[config.mk]
export PLATFORM = sky130hd
export DESIGN_NAME = matrix_spike_mac
export DESIGN_NICKNAME = d
export VERILOG_FILES = /design/src/rtl/snn_mem_pkg.sv /design/src/rtl/sat_narrow.sv /design/src/rtl/matrix_spike_mac.sv
export SDC_FILE = /design/constraint.sdc
export NUM_CORES = 1
export LEC_CHECK = 0
export BUFFER_PORTS_ARGS = -buffer_cell sky130_fd_sc_hd__buf_2
export CORE_MARGIN = 8
export CORE_UTILIZATION = 25
export CTS_BUF_LIST = sky130_fd_sc_hd__clkbuf_8
export CTS_CLUSTER_DIAMETER = 50
export DETAILED_ROUTE_END_ITERATION = 6
export GPL_TIMING_DRIVEN = 1
export PLACE_DENSITY = 0.45
export SKIP_LAST_GASP = 1
export SLEW_MARGIN = 20
export SYNTH_ARGS = -nofsm -noshare
export SYNTH_HDL_FRONTEND = slang
export SYNTH_SLANG_ARGS = --single-unit
[constraint.sdc]
create_clock -name clk -period 3.5 [get_ports clk]
set_input_delay 0.7 -clock clk [delete_from_list [all_inputs] [get_ports clk]]
set_output_delay 0.7 -clock clk [all_outputs]
set_load 0.1 [all_outputs]
[src/rtl/snn_mem_pkg.sv]
// Shared constants and types for the spiking-network memory engines.
//   DATA_W  : weight / spike / current word width
//   ADDR_W  : memory address width
//   ACC_W   : signed accumulator width (DATA_W+10 covers 1023 terms)
//   SIZE_W  : width of the row/column size fields
//   state_t : sequencer states shared by the matrix engines
//   SAT_MAX / SAT_MIN : 16-bit signed current limits
package snn_mem_pkg;

    localparam int DATA_W = 16;
    localparam int ADDR_W = 14;
    localparam int ACC_W  = 26;
    localparam int SIZE_W = 10;

    localparam int SAT_MAX = 32767;
    localparam int SAT_MIN = -32768;

    typedef enum logic [2:0] {
        IDLE  = 3'd0,
        LOAD  = 3'd1,
        ACC   = 3'd2,
        FLUSH = 3'd3,
        WRITE = 3'd4
    } state_t;

endpackage

[src/rtl/sat_narrow.sv]
// Combinational signed saturation from IN_W to OUT_W bits.
//   din  : signed wide value
//   dout : din clamped to [-(2^(OUT_W-1)), 2^(OUT_W-1)-1]
module sat_narrow #(
    parameter int IN_W  = 26,
    parameter int OUT_W = 16
) (
    input  logic signed [IN_W-1:0]  din,
    output logic signed [OUT_W-1:0] dout
);

    localparam logic signed [OUT_W-1:0] MAX_V = {1'b0, {(OUT_W-1){1'b1}}};
    localparam logic signed [OUT_W-1:0] MIN_V = {1'b1, {(OUT_W-1){1'b0}}};

    // The value fits when every bit from the sign down to the narrow
    // result's sign bit agrees.
    logic [IN_W-OUT_W:0] top_bits;
    assign top_bits = din[IN_W-1:OUT_W-1];

    always_comb begin
        dout = din[OUT_W-1:0];
        if (!((top_bits == '0) || (top_bits == '1))) begin
            dout = din[IN_W-1] ? MIN_V : MAX_V;
        end
    end

endmodule

[src/rtl/matrix_spike_mac.sv]
// Synaptic-current stage: current[i] = sum_j W[i][j] * spike[j], saturated to
// DATA_W bits and written to the buffer the LIF layer reads.
//   clk, reset (async, active low)
//   start / done          : request pulse (IDLE only) / idle indicator
//   src1_*                : weight matrix base, N rows, K columns, read port
//   src2_*                : spike vector base, read port (bit 0 is the spike)
//   dest_*                : current buffer base and write port
// Read data returns one cycle after its address. Each row takes K+3 cycles:
// LOAD, K ACC cycles (address issue overlapped with accumulation), FLUSH
// for the last returned word, and WRITE.
module matrix_spike_mac
    import snn_mem_pkg::*;
#(
    parameter int DATA_W = snn_mem_pkg::DATA_W,
    parameter int ADDR_W = snn_mem_pkg::ADDR_W,
    parameter int ACC_W  = snn_mem_pkg::ACC_W
) (
    input  logic                     clk,
    input  logic                     reset,
    input  logic                     start,
    output logic                     done,
    input  logic [ADDR_W-1:0]        src1_start_address,
    input  logic [ADDR_W-1:0]        src2_start_address,
    input  logic [SIZE_W-1:0]        src1_row_size,
    input  logic [SIZE_W-1:0]        src1_col_size,
    output logic [ADDR_W-1:0]        src1_address,
    input  logic signed [DATA_W-1:0] src1_readdata,
    output logic [ADDR_W-1:0]        src2_address,
    input  logic [DATA_W-1:0]        src2_readdata,
    input  logic [ADDR_W-1:0]        dest_start_address,
    output logic [ADDR_W-1:0]        dest_address,
    output logic signed [DATA_W-1:0] dest_writedata,
    output logic                     dest_write_en
);

    state_t state, nstate;

    logic [SIZE_W-1:0]        n_lat, k_lat;
    logic [SIZE_W-1:0]        row_i, col_j;
    logic [ADDR_W-1:0]        row_base, src2_base, dest_base;
    logic [ADDR_W-1:0]        addr1, addr2;
    logic signed [ACC_W-1:0]  acc, acc_nxt;
    logic                     rd_valid;   // address on the bus is a real request
    logic                     data_valid; // read data this cycle belongs to the row
    logic signed [DATA_W-1:0] wdata;
    logic signed [DATA_W-1:0] sat_val;
    logic                     start_ok;
    logic                     last_col, last_row;
    logic                     spike_unused;

    assign spike_unused = ^src2_readdata[DATA_W-1:1];

    assign start_ok = start && (src1_row_size != '0) && (src1_col_size != '0);
    assign last_col = (col_j == k_lat - 1'b1);
    assign last_row = (row_i == n_lat - 1'b1);

    always_comb begin
        acc_nxt = acc;
        if (data_valid && src2_readdata[0]) begin
            acc_nxt = acc + {{(ACC_W-DATA_W){src1_readdata[DATA_W-1]}}, src1_readdata};
        end
    end

    sat_narrow #(
        .IN_W  (ACC_W),
        .OUT_W (DATA_W)
    ) u_sat (
        .din  (acc_nxt),
        .dout (sat_val)
    );

    always_ff @(posedge clk or negedge reset) begin
        if (!reset) state <= IDLE;
        else        state <= nstate;
    end

    always_comb begin
        nstate = state;
        case (state)
            IDLE:    if (start_ok) nstate = LOAD;
            LOAD:    nstate = ACC;
            ACC:     if (last_col) nstate = FLUSH;
            FLUSH:   nstate = WRITE;
            WRITE:   nstate = last_row ? IDLE : LOAD;
            default: nstate = IDLE;
        endcase
    end

    always_ff @(posedge clk or negedge reset) begin
        if (!reset) begin
            done       <= 1'b1;
            n_lat      <= '0;
            k_lat      <= '0;
            row_i      <= '0;
            col_j      <= '0;
            row_base   <= '0;
            src2_base  <= '0;
            dest_base  <= '0;
            addr1      <= '0;
            addr2      <= '0;
            acc        <= '0;
            rd_valid   <= 1'b0;
            data_valid <= 1'b0;
            wdata      <= '0;
        end else begin
            data_valid <= rd_valid;
            case (state)
                IDLE: begin
                    done <= 1'b1;
                    if (start_ok) begin
                        done      <= 1'b0;
                        n_lat     <= src1_row_size;
                        k_lat     <= src1_col_size;
                        row_i     <= '0;
                        col_j     <= '0;
                        row_base  <= src1_start_address;
                        src2_base <= src2_start_address;
                        dest_base <= dest_start_address;
                    end
                end
                LOAD: begin
                    addr1    <= row_base;
                    addr2    <= src2_base;
                    acc      <= '0;
                    rd_valid <= 1'b1;
                    col_j    <= '0;
                end
                ACC: begin
                    acc <= acc_nxt;
                    if (last_col) begin
                        rd_valid <= 1'b0;
                    end else begin
                        addr1 <= addr1 + 1'b1;
                        addr2 <= addr2 + 1'b1;
                        col_j <= col_j + 1'b1;
                    end
                end
                FLUSH: begin
                    acc   <= acc_nxt;
                    wdata <= sat_val;
                end
                WRITE: begin
                    if (!last_row) begin
                        row_i    <= row_i + 1'b1;
                        row_base <= row_base + ADDR_W'(k_lat);
                    end
                end
                default: ;
            endcase
        end
    end

    // Idle ports follow the live base inputs so they read as the base
    // addresses both out of reset and between jobs.
    assign src1_address   = (state == IDLE) ? src1_start_address : addr1;
    assign src2_address   = (state == IDLE) ? src2_start_address : addr2;
    assign dest_address   = (state == IDLE) ? dest_start_address
                                            : dest_base + ADDR_W'(row_i);
    assign dest_write_en  = (state == WRITE);
    assign dest_writedata = wdata;

endmodule

==> out/qor.csv, run 1 <==
stage,metric,value,unit
outcome,status,"complete, but fails checks",
outcome,failing checks,setup timing,
synthesis,Yosys reg bits,158,
placed_design,placed wire-length estimate,26.7,mm
floorplan,Initial Util,25.2,%
sta,Final Hold Vio Count,0,
clock_network,clock tree buffer depth,2,
synthesis,Post-Syn Area per Cell,8.13,sq um
sta,RSZ-0062 raised after global routing,yes,
floorplan,Core Rows,76,
sta,Max Clock Skew,28.5,ps
flow_run,max_cap viols,0,
clock_network,CTS Root Cell,clkbuf_8,
floorplan,DIE WIDTH,224,um
route,drt wl/cell,16.6,um
global_routing,vias in the first global route,10584,
setup_path,Crit path required time,2800,ps
route,DR iter-0 viols,576,
clock_network,worst-skew pair later-pin latency,520,ps
synthesis,post-synthesis cell type count,80,
hold_path,min-delay worst type,input pin to asynchronous set/reset pin,
setup_path,critical path class,flip-flop to primary output,
synthesis,sequential fraction of the synthesis area,36.5,%
global_routing,GRT Total Usage,14.4,%
floorplan,die span in y,224,um
clock_network,CTS sink count,158,
sta,# setup viols final,6,
sta,min Tclk post-route,3720,ps
finish,final net count,1722,
route,vias,10542,
sta,f_max,0.269,GHz
clock_network,clock slew at reported path FFs,100,ps
floorplan,Core ar.,43000,sq um
route,Residual DRC,0,
clock_network,TritonCTS buffer count,17,
setup_path,crit end category,primary output,
global_routing,first-pass GRT wire length,58.2,mm
setup_path,Critical Path Fanout Max,3,
finish,Area growth syn-to-layout,28.7,%
placed_design,IO buf count,141,
synthesis,Mapped Area,10800,sq um
sta,headroom to the max-slew limit,49.4,%
clock_network,"Hold-fix buffers, CTS",0,
setup_path,element type at the critical path start,flip-flop,
synthesis,ys flop type,dfrtp_1,
floorplan,overall die area,50300,sq um
placed_design,Post-DP Area,13200,sq um
sta,period utilization,106,%
global_routing,grt ovf,0,
floorplan,I/O pin count,157,
route,post-DR vias/cell,4.86,
route,1st-pass router iterations,5,
finish,layout cells sized above 1,26.4,%
synthesis,number of synthesized flops with an enable pin,0,
placed_design,Setup WS pre-CTS,-360,ps
route,WL final,36.0,mm
sta,Slew @ Worst Pin,749,ps
sta,max-slew violations,0,
global_routing,initial antenna violation count,3,
sta,WHS,97.2,ps
synthesis,Mapped Cells,1333,
route,ANT nets after route,0,
clock_network,CTS tree,yes,
finish,Final Instance Area,13900,sq um
synthesis,asr flop ratio synth,100,%
global_routing,largest net degree at the start of global routing,84,
placed_design,RePlAce Congestion,0.829,
clock_network,CTS H-tree lvls,4,
sta,Final WS setup,-218,ps
synthesis,yosys warns,0,
setup_path,worst path arrival time,3020,ps
synthesis,syn nets,1484,
[cell usage after synthesis (5+ instances only)]
library cell  count  share of area, %
mux2_2           27               2.8
nand3_1          35               1.6
nand2_1         288                10
nor4_1           11              0.63
a22o_1            5              0.40
a21o_1            6              0.42
nand2b_1         13              0.75
dfrtp_1         157                36
nand4_1          17              0.98
a21boi_0          5              0.35
o211ai_2         10               1.2
a211oi_1          6              0.42
a31oi_1          16              0.92
clkbuf_1         41               1.4
inv_1            35               1.2
and2_1            9              0.52
nor2_1          103               3.6
o22ai_1          14              0.81
o211ai_1         11              0.76
ha_1             51               5.9
nor2b_1          12              0.69
xnor2_1          33               2.7
xor2_1           28               2.3
buf_6             5              0.52
o21ai_1          11              0.51
buf_2            10              0.46
and3_1           10              0.58
or3_1             9              0.52
nor3_1           21              0.97
o221a_2           5              0.52
o31ai_1          11              0.76
o21a_1            7              0.48
o21ai_0         100               4.6
a21oi_1         113               5.2
[worst max-delay path, stage by stage (launching register included)]
cell and delay (ps):
dfrtp_1 400, ha_2 210, inv_2 50, fa_2 180, nor2b_1 50, o21ai_2 170, a21boi_2 100, o21ai_2 160
a21boi_2 90, o21ai_2 180, a21oi_4 100, buf_6 140, o21a_1 180, o31ai_4 280, buf_12 210
[per-layer routing]
| metal | GRT usage [%] | vias up | wire [um] |
|---|---|---|---|
| met4 | 3.69 | 2 | 542 |
| li1 | - | 5226 | - |
| met3 | 3.27 | 30 | 1570 |
| met5 | 0 | - | 11 |
| met2 | 23.7 | 179 | 17000 |
| met1 | 18.8 | 5105 | 16900 |
[path summary, 6_finish.rpt]
kind	startpoint	end	slack [ps]	depth (start not counted)
setup / recovery	row_i[0]$_DFFE_PN0P_	dest_address[10]	-220	14
hold / removal	reset	dest_writedata[10]$_DFFE_PN0P_	100	1
setup reg to reg	acc[11]$_DFFE_PN0P_	dest_writedata[1]$_DFFE_PN0P_	150	12
hold reg to reg	src2_base[9]$_DFFE_PN0P_	src2_base[9]$_DFFE_PN0P_	490	2
max in group asynchronous	reset	addr2[8]$_DFFE_PN0P_	2570	2
min in group clk	src2_start_address[10]	src2_base[10]$_DFFE_PN0P_	390	3
[registers in the layout (all words and copies together), names as in the netlist]
register / count
n_lat: 10
col_j: 10
row_i: 10
rd_valid: 1
src2_base: 14
dest_writedata: 16
done: 1
addr2: 14
addr1: 14
row_base: 14
data_valid: 1
acc: 26
dest_base: 14
state: 3
k_lat: 10
[through the flow]
stage               setup TNS (ps)  instances  utilization [%]
global route                 -1700       2169             32.4
CTS                          -1710       2166             32.1
finish                        -781       2171             32.5
floorplan                    -3090       1333                -
global placement             -5460       2119             30.7
detailed placement           -5220       2119             30.7
[cell usage in the layout (no fill, tap or decap), drive strengths merged, types with 9 or more instances in the layout]
| cell | n |
|---|---|
| xnor2 | 33 |
| nor4 | 11 |
| buf | 282 |
| o21ai | 114 |
| nand4 | 18 |
| o31ai | 11 |
| nor3 | 22 |
| or3 | 9 |
| nand2b | 13 |
| ha | 51 |
| dfrtp | 157 |
| clkbuf | 19 |
| o211ai | 21 |
| a31oi | 17 |
| nand2 | 290 |
| a21oi | 116 |
| mux2 | 27 |
| inv | 43 |
| nor2b | 12 |
| o22ai | 14 |
| nor2 | 103 |
| nand3 | 35 |
| and2 | 10 |
| xor2 | 28 |
| and3 | 10 |
[kinds of logic (layout without fill, tap and decap cells)]
logic type / count (synthesis) / count (layout) / share of synthesized area (%)
adders and majority gates: 54 / 54 / 6.44
muxes: 30 / 30 / 3.08
other: 0 / 2 / 0
buffers and inverters: 99 / 350 / 4.03
and+or+nand+nor: 560 / 560 / 23.3
DFF: 158 / 158 / 36.5
AOI/OAI and AO/OA: 371 / 371 / 21.8
xor gates and xnor gates: 61 / 61 / 4.93
[layout make-up]
cell class,instances,area (sq um)
Multi-Input combinational cell,1076,6730
Clock inverter,14,145
Tap cell,585,732
Timing Repair Buffer,283,2000
Inverter,35,131
Sequential cell,158,3960
Antenna cell,2,5.00
Clock buffer,18,248
Fill cell,4625,29000
[timing repair]
action | CTS | global route
pin swaps | 22 | 20
endpoints found under the setup margin | 8 | 41
setup buffers | 15 | 4
resized for setup | 27 | 29
Power of run 1 is not shown: default switching activity piles up to over one toggle a cycle in this logic, so the estimate is an artifact.
==> run 2: changes to the inputs <==
--- a/config.mk
+++ b/config.mk
@@ -5,6 +5,7 @@
 export SDC_FILE = /design/constraint.sdc
 export NUM_CORES = 1
 export LEC_CHECK = 0
+export ABC_AREA = 1
 export BUFFER_PORTS_ARGS = -buffer_cell sky130_fd_sc_hd__buf_2
 export CORE_MARGIN = 8
 export CORE_UTILIZATION = 25
@@ -12,7 +13,6 @@
 export CTS_CLUSTER_DIAMETER = 50
 export DETAILED_ROUTE_END_ITERATION = 6
 export GPL_TIMING_DRIVEN = 1
-export PLACE_DENSITY = 0.45
 export SKIP_LAST_GASP = 1
 export SLEW_MARGIN = 20
 export SYNTH_ARGS = -nofsm -noshare
==> out/qor.csv, run 2 <==
stage,metric,value,unit,change
outcome,status,finished clean,,"was complete, but fails checks"
clock_network,CTS Root Cell,clkbuf_8,,unchanged
sta,RSZ-0062 raised after global routing,yes,,unchanged
setup_path,Crit path required time,2800,ps,about the same
clock_network,CTS H-tree lvls,4,,unchanged
synthesis,asr flop ratio synth,100,%,unchanged
sta,Final Hold Vio Count,0,,unchanged
floorplan,overall die area,53100,sq um,was 50300 sq um
global_routing,first-pass GRT wire length,57.9,mm,was 58.2 mm
clock_network,worst-skew pair later-pin latency,500,ps,was 520 ps
placed_design,placed cells,2362,,was 2119
global_routing,initial antenna violation count,4,,was 3
clock_network,CTS sink count,158,,unchanged
setup_path,crit end category,primary output,,unchanged
sta,Slew @ Worst Pin,901,ps,was 749 ps
finish,layout cells sized above 1,16.2,%,was 26.4%
sta,headroom to the max-slew limit,39.7,%,was 49.4%
finish,Area growth syn-to-layout,22.3,%,was 28.7%
synthesis,number of synthesized flops with an enable pin,0,,unchanged
sta,Max Clock Skew,20.2,ps,was 28.5 ps
clock_network,TritonCTS buffer count,17,,unchanged
route,1st-pass router iterations,5,,unchanged
synthesis,synth top area cells,"dfrtp_1 34%, nand2_1 16%, o21ai_0 8.1%, inv_1 7.0%, ha_1 5.5%",,"was dfrtp_1 36%, nand2_1 10%, ha_1 5.9%, a21oi_1 5.2%, o21ai_0 4.6%"
synthesis,Mapped Area,11500,sq um,was 10800 sq um
setup_path,critical path class,flip-flop to primary output,,unchanged
synthesis,ys flop type,dfrtp_1,,unchanged
floorplan,Initial Util,25.3,%,was 25.2%
route,vias,11003,,was 10542
synthesis,"count leader, synth",nand2_1,,unchanged
global_routing,largest net degree at the start of global routing,79,,was 84
sta,f_max,0.290,GHz,was 0.269 GHz
floorplan,Core Rows,78,,was 76
clock_network,"Hold-fix buffers, CTS",0,,unchanged
finish,filler cell count,4946,,was 4625
route,ANT nets after route,0,,unchanged
synthesis,leading area contributor after synthesis,dfrtp_1,,unchanged
synthesis,Yosys reg bits,158,,unchanged
synthesis,Mapped Cells,1658,,was 1333
synthesis,post-synthesis cell type count,52,,was 80
route,drt wl/cell,14.7,um,was 16.6 um
synthesis,synth cell count leaders,"495 x nand2_1, 214 x inv_1, 187 x o21ai_0",,"was 288 x nand2_1, 157 x dfrtp_1, 113 x a21oi_1"
sta,min Tclk post-route,3440,ps,was 3720 ps
synthesis,sequential fraction of the synthesis area,34.4,%,was 36.5%
route,post-DR vias/cell,4.58,,was 4.86
setup_path,element type at the critical path start,flip-flop,,unchanged
clock_network,CTS tree,yes,,unchanged
placed_design,RePlAce Congestion,0.913,,was 0.829
finish,final net count,1942,,was 1722
finish,most frequent cells in the layout,"492 x nand2_1, 214 x inv_1, 155 x o21ai_0",,"was 287 x nand2_1, 157 x dfrtp_1, 133 x buf_4"
finish,max reg flops,26,,unchanged
floorplan,Core ar.,45400,sq um,was 43000 sq um
global_routing,grt ovf,0,,unchanged
floorplan,DIE WIDTH,231,um,was 224 um
synthesis,syn nets,1809,,was 1484
synthesis,Post-Syn Area per Cell,6.94,sq um,was 8.13 sq um
placed_design,placed wire-length estimate,26.9,mm,was 26.7 mm
clock_network,clock tree buffer depth,2,,unchanged
finish,"leading cell type in the layout, fill and taps excluded",nand2_1,,unchanged
sta,max-slew violations,0,,unchanged
global_routing,GRT Total Usage,13.3,%,was 14.4%
sta,# setup viols final,0,,was 6
clock_network,clock slew at reported path FFs,100,ps,about the same
synthesis,yosys warns,0,,unchanged
setup_path,Critical Path Fanout Max,2,,was 3
placed_design,IO buf count,141,,unchanged
route,WL final,35.5,mm,was 36.0 mm
sta,period utilization,98.4,%,was 106%
finish,"Most flops, register",acc,,unchanged
route,Residual DRC,0,,unchanged
synthesis,Yosys top cell area share,34.2,%,was 36.2%
hold_path,min-delay worst type,input pin to asynchronous set/reset pin,,unchanged
setup_path,worst path arrival time,2740,ps,was 3020 ps
finish,Post-Layout Cell Count,2405,,was 2171
global_routing,vias in the first global route,11111,,was 10584
flow_run,max_cap viols,0,,unchanged
route,DR iter-0 viols,722,,was 576
floorplan,I/O pin count,157,,unchanged
floorplan,die span in y,231,um,was 224 um
[run 2: changes by cell type after synthesis, moves of 19 or more]
cell | before | now
nand2_1 | 288 | 495
inv_1 | 35 | 214
o21ai_0 | 100 | 187
a21oi_1 | 113 | 58
nand3_1 | 35 | 73
xor2_1 | 28 | 59
mux2_2 | 27 | 0
xnor2_1 | 33 | 14
[run 2: final timing paths]
kind / from / to / slack, ps / cells past startpoint
max: row_i[1]$_DFFE_PN0P_ / dest_address[7] / 60 / 12
min: reset / src2_base[2]$_DFFE_PN0P_ / 240 / 1
max reg2reg: acc[0]$_DFFE_PN0P_ / dest_writedata[2]$_DFFE_PN0P_ / 620 / 18
min reg2reg: rd_valid$_DFFE_PN0P_ / data_valid$_DFF_PN0_ / 420 / 0
max in group asynchronous: reset / col_j[2]$_DFFE_PN0P_ / 2410 / 2
min in group clk: src1_row_size[3] / n_lat[3]$_DFFE_PN0P_ / 410 / 3
[run 2: metal layers]
metal / GRT usage, % / routed length [um] / up-vias
met3: 4.33 / 2440 / 29
li1: - / - / 5619
met4: 2.73 / 425 / 6
met1: 17.1 / 16400 / 5098
met5: 0 / 35 / -
met2: 21.8 / 16100 / 251
[run 2: area by class of cell]
cell class	instances	area, sq um	share of cell area, %
antenna	1	2.50	0.0178
clock buffer	18	248	1.76
tap	600	751	5.34
sequential	158	3960	28.1
multi-input combinational	1226	6560	46.6
timing repair buffer	171	1590	11.3
inverter	217	815	5.79
clock inverter	14	143	1.01
[run 2: cell families after synthesis]
logic type                 Yosys count  synth area share (%)
AOI/OAI and AO/OA                  324                  15.7
DFF                                158                  34.4
xor gates and xnor gates            74                  5.75
buffers and inverters              274                  9.78
adders and majority gates           54                  6.07
and+or+nand+nor                    774                  28.3
[run 2: what timing repair did]
item | 4_1_cts | 5_1_grt
setup buffers | 2 | 8
pin swaps | 1 | 7
setup endpoints to repair | 3 | 7
resized for setup | 9 | 15
[run 2: stage by stage]
stage                     worst slack, ps  TNS [ps]  util (%)  cell area, sq um  hold slack [ps]
after global placement                172         0      29.8             13500              397
after detailed placement              164         0      29.8             13500              399
after global routing                 -119      -386      31.0             14100              261
final                                55.9         0      31.0             14100              243
after floorplan                      -390     -1800         -             11500              354
after CTS                            15.1         0      30.7             13900              233
[run 2: critical path, cell delays in order, from the launching register on]
cell and delay (ps):
dfrtp_1 400, ha_1 310, a21oi_2 140, o21bai_1 110, nand2_1 100, nand2_1 70, a21oi_2 180, nor2_2 80
a21oi_2 190, buf_4 140, xor2_1 240, o21ai_2 110, buf_12 170
Power of run 2 is left out for the same reason.
